### config.mk
export PLATFORM = sky130hd
export DESIGN_NAME = datapath_ctrl
export DESIGN_NICKNAME = d
export VERILOG_FILES = /design/src/rtl/datapath_ctrl.sv
export SDC_FILE = /design/constraint.sdc
export NUM_CORES = 1
export LEC_CHECK = 0
export BUFFER_PORTS_ARGS = -buffer_cell sky130_fd_sc_hd__buf_2
export CORE_MARGIN = 2
export CORE_UTILIZATION = 35
export DETAILED_ROUTE_END_ITERATION = 12
export GPL_ROUTABILITY_DRIVEN = 0
export GPL_TIMING_DRIVEN = 0
export HOLD_SLACK_MARGIN = 0.02
export PLACE_DENSITY = 0.65
export SLEW_MARGIN = 20
export SYNTH_ARGS = -nofsm -noshare
export SYNTH_HDL_FRONTEND = slang
export SYNTH_SLANG_ARGS = --single-unit
### constraint.sdc
create_clock -name clk -period 1.2 [get_ports clk]
set_input_delay 0.12 -clock clk [delete_from_list [all_inputs] [get_ports clk]]
set_output_delay 0.12 -clock clk [all_outputs]
set_load 0.02 [all_outputs]
### src/rtl/datapath_ctrl.sv
// datapath_ctrl: sequencing controller for the arithmetic datapath.
//
// A rising edge on start latches op and drives the decoder selects. After
// one settle cycle the controller pulses the result-register load. It then
// runs the external blink counter for BLINKS full lt_200 periods, driving
// led from lt_50. A rising edge on reg_clear_req while idle produces a
// one-cycle result-register clear strobe.
//
// Optional feature macro: DP_CTRL_SIGN_LED_EN
//   defined   - neg_led captures sign on the LOAD->BLINK edge and is
//               cleared by a register-clear cycle.
//   undefined - neg_led is tied low and sign is ignored.
//
// Parameters:
//   BLINKS        number of lt_200 periods blinked per load (1..15)
// Ports:
//   clk           system clock, rising edge
//   clr_n         synchronous active-low reset
//   start         debounced level; rising edge requests an operation
//   op[1:0]       operation select, sampled on the start edge
//   reg_clear_req debounced level; rising edge requests a register clear
//   lt_50         counter < 50M flag from the datapath
//   lt_200        counter < 200M flag from the datapath
//   sign          datapath result sign
//   S_1, S_0      decoder select lines (registered op)
//   ld            result-register load strobe
//   reg_clr       result-register clear strobe
//   cnt_clr       blink-counter clear
//   cnt_inc       blink-counter increment enable
//   led           blink indicator
//   neg_led       negative-result indicator
//   busy          operation in progress
module datapath_ctrl #(
  parameter int unsigned BLINKS = 3
) (
  input  logic       clk,
  input  logic       clr_n,
  input  logic       start,
  input  logic [1:0] op,
  input  logic       reg_clear_req,
  input  logic       lt_50,
  input  logic       lt_200,
  input  logic       sign,
  output logic       S_1,
  output logic       S_0,
  output logic       ld,
  output logic       reg_clr,
  output logic       cnt_clr,
  output logic       cnt_inc,
  output logic       led,
  output logic       neg_led,
  output logic       busy
);

  typedef enum logic [2:0] {
    IDLE  = 3'd0,
    RCLR  = 3'd1,
    SETUP = 3'd2,
    LOAD  = 3'd3,
    BLINK = 3'd4,
    WRAP  = 3'd5
  } state_t;

  localparam logic [3:0] LAST_BLINK = 4'(BLINKS - 1);

  state_t     state;
  state_t     next_state;
  logic       start_prev;
  logic       clr_prev;
  logic       start_edge;
  logic       clear_edge;
  logic [1:0] op_q;
  logic [3:0] blink_cnt;

  // Previous-value flops reset to 1 so a level held high through reset is
  // not mistaken for a fresh request.
  assign start_edge = start & ~start_prev;
  assign clear_edge = reg_clear_req & ~clr_prev;

  always_ff @(posedge clk) begin
    if (!clr_n) begin
      state <= IDLE;
    end else begin
      state <= next_state;
    end
  end

  always_comb begin
    next_state = state;
    ld         = 1'b0;
    reg_clr    = 1'b0;
    cnt_clr    = 1'b1;
    cnt_inc    = 1'b0;
    busy       = 1'b0;
    case (state)
      IDLE: begin
        // Start wins over a simultaneous clear; the clear is dropped.
        if (start_edge) begin
          next_state = SETUP;
        end else if (clear_edge) begin
          next_state = RCLR;
        end
      end
      RCLR: begin
        reg_clr    = 1'b1;
        next_state = IDLE;
      end
      SETUP: begin
        busy       = 1'b1;
        next_state = LOAD;
      end
      LOAD: begin
        busy       = 1'b1;
        ld         = 1'b1;
        next_state = BLINK;
      end
      BLINK: begin
        busy    = 1'b1;
        cnt_inc = 1'b1;
        cnt_clr = 1'b0;
        if (!lt_200) begin
          next_state = WRAP;
        end
      end
      WRAP: begin
        busy = 1'b1;
        if (blink_cnt == LAST_BLINK) begin
          next_state = IDLE;
        end else begin
          next_state = BLINK;
        end
      end
      default: begin
        next_state = IDLE;
      end
    endcase
  end

  always_ff @(posedge clk) begin
    if (!clr_n) begin
      start_prev <= 1'b1;
      clr_prev   <= 1'b1;
      op_q       <= '0;
      blink_cnt  <= '0;
      led        <= 1'b0;
    end else begin
      // Edges arriving outside IDLE are consumed here and never queued.
      start_prev <= start;
      clr_prev   <= reg_clear_req;
      if (state == IDLE && start_edge) begin
        op_q <= op;
      end
      if (state == LOAD) begin
        blink_cnt <= '0;
      end else if (state == WRAP) begin
        blink_cnt <= blink_cnt + 4'd1;
      end
      led <= (state == BLINK) & lt_50;
    end
  end

  assign S_1 = op_q[1];
  assign S_0 = op_q[0];

`ifdef DP_CTRL_SIGN_LED_EN
  always_ff @(posedge clk) begin
    if (!clr_n) begin
      neg_led <= 1'b0;
    end else if (state == LOAD) begin
      neg_led <= sign;
    end else if (state == RCLR) begin
      neg_led <= 1'b0;
    end
  end
`else
  logic unused_sign;
  assign unused_sign = sign;
  assign neg_led     = 1'b0;
`endif

endmodule

== Word-level counts from Yosys, hierarchy flattened ==
Cells that the tools add are included.

* Register bits after elaboration: 12
* Memories kept: 0
* Logic and storage cells: 36
* Input bits: 9
* Bits in read-only memories: 0
* Output and inout port bits: 9
* RAM bits: 0
* Bits in latches: 0

* Multiplexer cells: 10
* Add/sub/neg operators: 1
* Shift operators: 0
* Reductions and logical operators: 5
* Equality and inequality tests: 8
* Bitwise gates (word level): 6
* Multiply operators: 0
* Divide/modulo/power cells: 0
* $lt $le $gt $ge: 0

{| class="wikitable"
|+ Operators by type and width
! kind !! number
|-
| one-hot mux 3 bit (5 select lines) || 1
|-
| 2-to-1 mux 3 bit || 4
|-
| equality test 3 x 2 -> 1 bit (second input constant) || 2
|-
| equality test 3 bit (second input constant) || 2
|-
| 2-to-1 mux 1 bit || 5
|-
| adder 4 x 1 -> 4 bit (second input constant) || 1
|-
| equality test 4 x 2 -> 1 bit (second input constant) || 1
|-
| OR reduction 4 bit || 1
|-
| bitwise AND 1 bit || 3
|-
| equality test 3 x 1 -> 1 bit (second input constant) || 1
|-
| zero test 3 bit || 1
|-
| inequality test 3 bit (second input constant) || 1
|-
| inverter 1 bit || 3
|-
| inequality test 2 bit (second input constant) || 1
|-
| AND reduction 2 bit || 1
|-
| OR reduction 2 bit || 1
|-
| logical AND 1 bit || 1
|}

== Longest topological paths before layout ==
* Word-level depth: 5
* Gate-level depth with buffers: 5
* Mapped depth without buffers: 5

== Worst setup path before layout ==
Ideal clock, no wire load.

* Path kind: flip-flop to flip-flop
* From: register state[0]
* To: register led
* Setup slack: -52 ps
* Arrival time: 1137 ps
* Period minus slack after synthesis: 1252 ps
* Data required time: 1085 ps
* Path buffers: 1
* Cell stages (with the launch flop): 6
* Setup time: 115 ps
* Path through: dfxtp_1 -> buf_4 -> nor2_1 -> nand2_1 -> inv_1 -> and3_1

* Longest elaborated chain between the ends: 2

{| class="wikitable"
|+ Ends and longest elaborated chain
! what !! RTL line !! text
|-
| start, declared || 66 || <nowiki>state_t state;</nowiki>
|-
| start signal, assigned || 84 || <nowiki>state <= next_state;</nowiki>
|-
| equality test 3 bit || 158 || <nowiki>led <= (state == BLINK) & lt_50;</nowiki>
|-
| bitwise AND 1 bit || 158 ||
|-
| end signal, assigned || 158 ||
|-
| end, declared || 50 || <nowiki>output logic led,</nowiki>
|}

No other way between the ends.
A chain may end at the register's enable or synchronous reset.

== Worst setup path in the final report ==
* From: register state[1]
* To: output port reg_clr

* Longest elaborated chain between the ends: 2

{| class="wikitable"
|+ Ends and longest elaborated chain
! what !! RTL line !! text
|-
| equality test 3 x 1 -> 1 bit || 95 || <nowiki>case (state)</nowiki>
|-
| 2-to-1 mux 1 bit || 95 ||
|-
| end, declared || 47 || <nowiki>output logic reg_clr,</nowiki>
|}

No other way between the ends.

==> run summary <==
met3 Track Usage GR: 5.00%
Detail Route Antenna Nets: 0
period utilisation layout: 101%
critical path cell sequence: buf_6 -> nor3b_2 -> buf_4
initial antenna violation count: 0
Min-Delay Endpoint: clr_prev$_SDFF_PN1_
Die ar.: 2190 sq um
Clock Sinks: 12
violated checks: negative setup slack
Sw Pwr: 200 uW
post-layout minimum cycle time: 1210 ps
root buffer cell: clkbuf_4
placed inst area: 756 sq um
synth warn: 0
Antenna Cells: 0
RSZ-0062 raised after global routing: yes
vias per cell: 4.76
port bufs: 15
CP max-delay cell: dfxtp_4
RR Startpoint: state[2]$_SDFFE_PN0P_
Hold Crit Start: reg_clear_req
Worst Skew: 0.378 ps
Crit Path Category: reg2out
die height: 46.8 microns
Fmax: 0.824 GHz
Post-CTS Hold Fix Bufs: 0
Die W: 46.8 microns
slack of the worst reg-to-reg path: 0 ps
fraction of layout cells with a size suffix above 1: 53.9%
fin area: 977 sq um
met1 GRT Util: 18.0%
Num CTS Buffers: 3
Max Slew Vio Count: 0
met2 Use GR: 31.2%
distinct cell type count after synthesis: 31
syn nets: 81
CTS H-tree depth: 1
Core Rows: 15
Worst EP required: 1080 ps
Arr. time, crit path: 1090 ps
first-pass GRT wire length: 2590 microns
most common cell after layout, fill and taps aside: buf_4
GRT Overall Usage: 17.0%
largest net degree at the start of global routing: 8
worst skew pair latency: 260 ps
starting density of the core: 37.2%
R2R cell count: 4
CTS tree: yes
drt drc: 0
CTS clk-pin slew, worst paths: 70 ps
Core ar.: 1730 sq um
drt first pass iters: 4
mean routed wirelength per cell: 12.2 microns
crit end category: primary output
Vias: 605
Flop pwr share: 51.9%
clock power share: 30.2%
number of I/O pins: 18
initial drt markers: 8
total global routing overflow: 0
worst r2r dst: op_q[0]$_SDFFE_PN0P_
Max Cap Violations: 0
Max FO, Critical Path: 5
Critical Path Source Type: register
syn avg cell area: 9.17 sq um
post-synthesis sequential area ratio: 37.4%
Detailed Place HPWL: 922 microns
Int Power: 595 uW
most frequent cells in the layout: buf_4, buf_2, buf_6, dfxtp_1
final setup fails: 3
routed wire length: 1550 microns
maximum vdd drop: 501 uV
Hold Path Class: in2reg
Longest Clk Path Bufs: 2
setup ws final: -13.4 ps
FF+latch count, synth: 12
nets: 115
GRT busiest layer: met2
cell count after synthesis: 70
status: finished, violations left
Top delay family on crit path: flip-flops
number of stages on the worst hold path: 2
vias in the first global route: 627
pwr dens: 813 nW/um^2
Final Hold Fails: 0
Comb power frac: 17.9%
CP max stage delay: 360 ps
Netlist Area Pre-Place: 642 sq um
Switching Fraction: 25.1%
Layout Utilization: 56.6%
Design Power: 795 uW
crit path buf inv count: 2
P&R area growth vs syn: 52.2%
leakage: 0.427 nW
[metal layers]
layer  vias to the layer above  share of wire [%]
li1                        305                  -
met1                       286                 43
met2                        12                 52
met3                         2                4.1
met4                         0               0.97
met5                         -                  0
[power groups by stage]
stage | Combinational [mW] | Sequential (mW) | Clock [mW]
floorplan | 0.0630 | 0.429 | 0
global placement | 0.0947 | 0.427 | 0
detailed placement | 0.0960 | 0.427 | 0
CTS | 0.138 | 0.411 | 0.256
global route | 0.157 | 0.414 | 0.272
finish | 0.143 | 0.412 | 0.240
[worst max-delay path by stage]
stage	cells past startpoint	startpoint	endpoint	slack, ps
after detailed placement	3	state[2]$_SDFFE_PN0P_	op_q[0]$_SDFFE_PN0P_	30
after CTS	4	state[1]$_SDFFE_PN0P_	op_q[0]$_SDFFE_PN0P_	-5
final	3	state[1]$_SDFFE_PN0P_	reg_clr	-10
after global routing	3	state[1]$_SDFFE_PN0P_	reg_clr	-80
after floorplan	4	state[1]$_SDFFE_PN0P_	state[2]$_SDFFE_PN0P_	5
after global placement	4	blink_cnt[1]$_SDFFE_PP0N_	state[2]$_SDFFE_PN0P_	50
[kinds of logic after synthesis]
logic type / Yosys count / share of synthesized area [%]
mux: 2 / 3.12
xor+xnor: 1 / 1.36
fa+ha+maj: 2 / 3.90
flops: 12 / 37.4
other cells: 1 / 0.584
buf+inv: 10 / 9.36
simple gates: 26 / 26.5
compound gates: 16 / 17.7
[Yosys cell counts, drive strengths merged]
| cell | instances | share of area (%) |
|---|---|---|
| xor2 | 1 | 1.4 |
| nor4bb | 1 | 1.6 |
| a21oi | 1 | 0.78 |
| mux2i | 2 | 3.1 |
| o21ai | 5 | 3.9 |
| nand3 | 1 | 0.78 |
| dfxtp | 12 | 37 |
| nand2 | 5 | 3.3 |
| conb | 1 | 0.58 |
| o31a | 1 | 1.4 |
| a22oi | 2 | 2.3 |
| nor2 | 7 | 4.1 |
| nand2b | 5 | 4.9 |
| ha | 2 | 3.9 |
| a21boi | 2 | 2.3 |
| nor3 | 1 | 1.6 |
| nand4b | 1 | 1.4 |
| o22a | 1 | 1.4 |
| and3 | 1 | 0.98 |
| a31oi | 1 | 0.98 |
| inv | 6 | 3.5 |
| nor4b | 1 | 2.3 |
| nor3b | 2 | 2.3 |
| buf | 4 | 5.8 |
| o21a | 2 | 2.3 |
| nor4 | 1 | 3.3 |
| a2111oi | 1 | 2.3 |
[layout make-up]
type	count	area [sq um]
Buffer	4	48.8
Clock buffer	3	22.5
Fill cell	150	749
Inverter	6	22.5
Multi-Input combinational cell	48	373
Sequential cell	12	255
Tap cell	25	31.3
Timing Repair Buffer	29	224
[per-stage QoR]
stage | std cells | worst slack (ps) | setup TNS (ps) | hold slack, ps
3_5_place_dp | 110 | 29.2 | 0 | 331
4_1_cts | 126 | -5.14 | -5.14 | 49.2
2_1_floorplan | 70 | 4.96 | 0 | 193
6_report | 127 | -13.4 | -28.4 | 57.2
3_3_place_gp | 110 | 53.3 | 0 | 316
5_1_grt | 127 | -75.6 | -396 | 62.1
[timing repair]
action,in CTS,in global routing
pin swaps,4,4
setup endpoints to repair,5,11
setup buffers,13,1
resized for setup,20,10
[registers in the layout (all words and copies together) (netlist names)]
name,count
clr_prev,1
blink_cnt,4
led,1
start_prev,1
state,3
op_q,2
Power figures use the tool's default switching activity.
